File: src/rtl/noise_source.sv
// noise_source -- deterministic test-signal generator feeding the FIR's noise_in.
//
// Produces one m-bit signed sample per enabled cycle. Each sample is one of:
// zero, a triangle tone, LFSR noise, or tone+noise. The tone comes from a phase
// accumulator. The noise comes from a 16-bit Galois LFSR. When both are
// selected, their sum is saturated to m bits.
//
// The pipeline has two register stages:
//   stage 1 (on en) : gated tone and noise components, plus valid1
//   stage 2         : saturated sum into noise_out, plus sample_valid
//
// Ports
//   clk, rst_n    clock and asynchronous active-low reset
//   en            produce one sample this cycle
//   sync          synchronous clear of the phase accumulator (wins over en)
//   mode          00 zero, 01 tone, 10 noise, 11 tone+noise
//   phase_inc     unsigned phase step per enabled cycle
//   noise_shift   arithmetic right shift applied to the noise (0..3)
//   noise_out     signed sample
//   sample_valid  noise_out was updated this cycle (en delayed by two stages)
module noise_source #(
   parameter int          m       = 7,
   parameter int          PHASE_W = 16,
   parameter logic [15:0] SEED    = 16'hACE1
) (
   input  logic                clk,
   input  logic                rst_n,
   input  logic                en,
   input  logic                sync,
   input  logic [1:0]          mode,
   input  logic [PHASE_W-1:0]  phase_inc,
   input  logic [1:0]          noise_shift,
   output logic signed [m-1:0] noise_out,
   output logic                sample_valid
);

   // An all-zero LFSR would lock up, so a zero seed is replaced by 1.
   localparam logic [15:0] SEED_EFF = (SEED == 16'h0000) ? 16'h0001 : SEED;
   localparam logic [15:0] TAPS     = 16'hB400;
   // Offset 2^(m-2) centres the folded ramp around zero.
   localparam logic [m-1:0] TONE_OFS = {2'b01, {(m-2){1'b0}}};

   typedef struct packed {
      logic signed [m-1:0] tone;
      logic signed [m-1:0] noise;
   } s1_t;

   logic [PHASE_W-1:0] phase;
   logic [15:0]        lfsr;
   logic [15:0]        lfsr_nx;
   logic [m-1:0]       p;
   logic [m-2:0]       f;
   logic signed [m-1:0] tone;
   logic signed [m-1:0] nraw;
   logic signed [m-1:0] noise;
   s1_t                s1;
   logic [1:0]         vld_pipe;   // [0] = valid1, [1] = sample_valid
   logic signed [m:0]  sum;
   logic signed [m-1:0] sat;

   // Tone: the top m phase bits are folded into a triangle.
   // The second half of the period counts back down.
   assign p    = phase[PHASE_W-1 -: m];
   assign f    = p[m-1] ? ~p[m-2:0] : p[m-2:0];
   assign tone = {1'b0, f} - TONE_OFS;

   // Noise: the low m LFSR bits are taken as a signed value, then scaled down.
   assign nraw  = lfsr[m-1:0];
   assign noise = nraw >>> noise_shift;

   assign lfsr_nx = {1'b0, lfsr[15:1]} ^ (lfsr[0] ? TAPS : 16'h0000);

   // The phase accumulator and the LFSR advance together on en.
   // sync clears only the phase.
   always_ff @(posedge clk or negedge rst_n) begin
      if (!rst_n) begin
         phase <= '0;
         lfsr  <= SEED_EFF;
      end else begin
         if (sync)    phase <= '0;
         else if (en) phase <= phase + phase_inc;
         if (en)      lfsr  <= lfsr_nx;
      end
   end

   // Stage 1 captures the pre-update phase and lfsr.
   // A component that mode does not select is captured as zero.
   always_ff @(posedge clk or negedge rst_n) begin
      if (!rst_n) begin
         s1       <= '0;
         vld_pipe <= '0;
      end else begin
         vld_pipe <= {vld_pipe[0], en};
         if (en) begin
            s1.tone  <= mode[0] ? tone  : '0;
            s1.noise <= mode[1] ? noise : '0;
         end
      end
   end

   // Stage 2: add at m+1 bits, then clamp.
   // Overflow shows up as a disagreement between the top two sum bits.
   assign sum = {s1.tone[m-1], s1.tone} + {s1.noise[m-1], s1.noise};

   always_comb begin
      sat = sum[m-1:0];
      if (sum[m] != sum[m-1])
         sat = sum[m] ? {1'b1, {(m-1){1'b0}}} : {1'b0, {(m-1){1'b1}}};
   end

   always_ff @(posedge clk or negedge rst_n) begin
      if (!rst_n)           noise_out <= '0;
      else if (vld_pipe[0]) noise_out <= sat;
   end

   assign sample_valid = vld_pipe[1];

endmodule

File: config.mk
export PLATFORM = sky130hd
export DESIGN_NAME = noise_source
export DESIGN_NICKNAME = d
export VERILOG_FILES = /design/src/rtl/noise_source.sv
export SDC_FILE = /design/constraint.sdc
export NUM_CORES = 1
export LEC_CHECK = 0
export CAP_MARGIN = 20
export CELL_PAD_IN_SITES_DETAIL_PLACEMENT = 0
export CELL_PAD_IN_SITES_GLOBAL_PLACEMENT = 1
export CORE_ASPECT_RATIO = 0.7
export CORE_MARGIN = 10
export CORE_UTILIZATION = 41
export DETAILED_ROUTE_END_ITERATION = 6
export PLACE_DENSITY = 0.8
export SYNTH_ARGS = -nofsm -noshare
export SYNTH_HDL_FRONTEND = slang
export SYNTH_SLANG_ARGS = --single-unit
export TNS_END_PERCENT = 10
File: constraint.sdc
create_clock -name clk -period 2.2 [get_ports clk]
set_input_delay 0.66 -clock clk [delete_from_list [all_inputs] [get_ports clk]]
set_output_delay 0.66 -clock clk [all_outputs]
set_load 0.03 [all_outputs]
==> results of run 1 <==
-- worst max-delay path, cell delays in order --
cell and delay [ps]:
clkdlybuf4s50_1 530, ha_4 240, a21oi_2 190, o21ai_2 110
a22oi_1 170, o21ai_1 110, mux2i_1 140, a311o_1 280
-- routing by layer --
metal,up-vias,GRT usage
met1,1369,0.193
met3,7,0.0365
met5,-,0
met4,0,0.0283
li1,1443,-
met2,48,0.196
-- where the power goes --
| group | total, mW | internal (mW) | leakage (nW) | switching [mW] |
|---|---|---|---|---|
| clock network | 0.907 | 0.537 | 0.0760 | 0.370 |
| logic | 1.89 | 0.983 | 1.23 | 0.912 |
| registers | 1.60 | 1.34 | 0.664 | 0.254 |
-- logic make-up after synthesis --
group | synth area share
adders and majority gates | 0.0919
buffers and inverters | 0.0386
xor gates and xnor gates | 0.0434
DFF | 0.397
muxes | 0.0766
and+or+nand+nor | 0.134
AOI/OAI and AO/OA | 0.219
-- cells in the final DEF, fill, tap and decap left out, types with 4 or more instances in the layout --
cell type	instances
o22ai_1	6
a21oi_1	20
dfrtp_1	46
mux2_2	14
nor2_1	27
xnor2_1	14
dfstp_2	8
buf_2	4
a211oi_1	4
o21a_1	5
a21oi_2	4
ha_4	7
o21ai_0	10
clkbuf_16	5
inv_1	15
o2bb2ai_1	9
ha_1	12
nand2_1	17
o21ai_1	6
nand3_1	8
a211oi_2	4
buf_4	50
clkdlybuf4s50_1	24
and3_1	5
a21o_1	5
mux2i_1	6
nand4_1	4
-- per-stage QoR --
stage	setup WS (ps)	hold slack, ps	utilization	setup TNS, ps
2_1_floorplan	-114	352	-	-451
4_1_cts	-109	367	0.554	-684
5_1_grt	-131	377	0.572	-1310
3_5_place_dp	-838	488	0.521	-8250
6_report	-53.7	355	0.572	-259
3_3_place_gp	-750	479	0.521	-7570
-- repair_timing --
item                       in CTS  in global routing
setup endpoints to repair      17                 15
buffers inserted                4                  3
gates cloned                    0                  0
hold endpoints to repair        0                  0
gates resized for setup        34                 27
pin swaps                      19                 17
-- cell type report --
cell class              instances  area (µm²)  area share
repair buffers                 83         696       0.152
clock inverters                 3        45.0     0.00984
well taps                     101         126      0.0276
multi-input cells             261        2160       0.472
clock buffers                   5         125      0.0273
inverters                      17        63.8      0.0139
flip-flops and latches         54        1360       0.297
-- sequential cells by signal (all words and copies together) (netlist names) --
name,count
lfsr,16
phase,16
s1,13
noise_out,7
vld_pipe,2
-- path summary, 6_finish.rpt --
kind                               from      endpoint  slack (ps)  cells past startpoint
min in group clk               lfsr[10]      lfsr[10]         500                      2
max                        phase_inc[7]     phase[14]         -50                      8
max in group asynchronous         rst_n      lfsr[11]        1560                      2
max reg2reg                       s1[7]  noise_out[2]         -40                      9
min                               rst_n       lfsr[4]         350                      2
min reg2reg                    lfsr[10]      lfsr[10]         500                      2
==> flow_summary_export.csv, run 1 <==
group,metric,value,unit
cts,numClockSinks,54,
floorplan,die_h,96.6,µm
grt,grt_max_degree,55,
synthesis,synth_seq_area_share,0.397,
timing,slew_viol_final,0,
synthesis,ys_ff_latch,54,
placed_design,port_buffers,31,
floorplan,core_area,8010,µm²
setup_path,worstPathArrival,2430,ps
placed_design,gp_congestion,0.850,
synthesis,synth_top_area_share,0.335,
floorplan,pin_count,32,
cts,cts_buffers,5,
timing,slew_headroom,0.726,
grt,antenna_found_initial,0,
route,first_pass_iters,4,
route,wl_met3,427,µm
cts,h-tree-depth,2,
route,routed_wl,8340,µm
cells_and_area,nets,470,
grt,gr-total-overflow,0,
synthesis,synthTopCellsByArea,"dfrtp_1, ha_1, dfstp_2",
cts,cts-root-buf,"clkbuf_16",
synthesis,synth_commonest_cells,"dfrtp_1, nor2_1, a21oi_1",
floorplan,rows,27,
route,vias,2867,
cells_and_area,area.growth.synth_to_final,33.4,%
route,route.met2.wl,3430,µm
route,wl_per_cell,15.9,µm
cells_and_area,fin_area,4580,µm²
synthesis,syn_avg_cell_area,9.81,µm²
placed_design,dp_hpwl,6030,µm
synthesis,yosysWarnings,0,
synthesis,synthMostInstantiatedCell,"dfrtp_1",
synthesis,syn_area,3430,µm²
placed_design,post-place-cells,509,
route,top_layer,"met4",
grt,grt_usage,0.134,
synthesis,syn-instance-count,350,
route,wl_met1,4420,µm
status,violations,"negative setup slack",
cts,clkTransAtPathRegs,70,ps
timing,clock_skew,3.50,ps
setup_path,required,2380,ps
timing,min_period_over_period,1.02,
timing,fmax,444,MHz
timing,setup_viol,9,
power_and_ir_drop,p_per_area,961,nW/µm²
timing,worstMarginPinSlew,407,ps
cts,cts_hold_buf,0,
grt,grt_pass1_wl,13600,µm
cells_and_area,drive_above_1_share,0.326,
route,first_iter_violations,151,
timing,fin_crit,2250,ps
timing,rsz0062_at_grt,"true",
setup_path,cp-end-kind,"register",
placed_design,place_area,4170,µm²
setup_path,cp-start-kind,"input port",
synthesis,ys_async_sr_fraction,1.00,
cts,cts_tree,"built",
flow_run,cap_viol_max_count,0,
route,vias_per_cell,5.47,
power_and_ir_drop,peakVddDrop,0.516,mV
floorplan,die-area,12500,µm²
synthesis,synth-edff-count,0,
cts,clk_path_buf_depth,2,
cells_and_area,stdcell_count,524,
cells_and_area,fillCellCount,724,
power_and_ir_drop,p_leak,1.97,nW
timing,hold_viol_final,0,
power_and_ir_drop,p_total,4.40,mW
synthesis,yosys.area.top_type,"dfrtp_1",
min_path,hp-class,"input port to asynchronous set/reset pin",
route,ant_nets,0,
synthesis,synth_fp_nets,398,
timing,finalWorstSetupSlack,-53.7,ps
status,status,"finished with violations",
setup_path,worstSetupPathType,"input port to register",
setup_path,critical_path.max_fanout,6,
synthesis,synth_ff_type,"dfrtp_1",
route,drc,0,
grt,grt_pass1_vias,2810,
cells_and_area,antenna_cells,0,
synthesis,synth_cell_type_count,58,
floorplan,die_width,129,µm
cts,clk_latency,290,ps
floorplan,initial_core_util,0.429,
No activity file was read; power rests on OpenSTA's default activity.
==> inputs of run 2 (changes only) <==
--- a/config.mk
+++ b/config.mk
@@ -12,6 +12,7 @@
 export CORE_MARGIN = 10
 export CORE_UTILIZATION = 41
 export DETAILED_ROUTE_END_ITERATION = 6
+export HOLD_SLACK_MARGIN = 0.06
 export PLACE_DENSITY = 0.8
 export SYNTH_ARGS = -nofsm -noshare
 export SYNTH_HDL_FRONTEND = slang
==> results of run 2 <==
Final layout, timing and power as in run 1 (identical DEF).
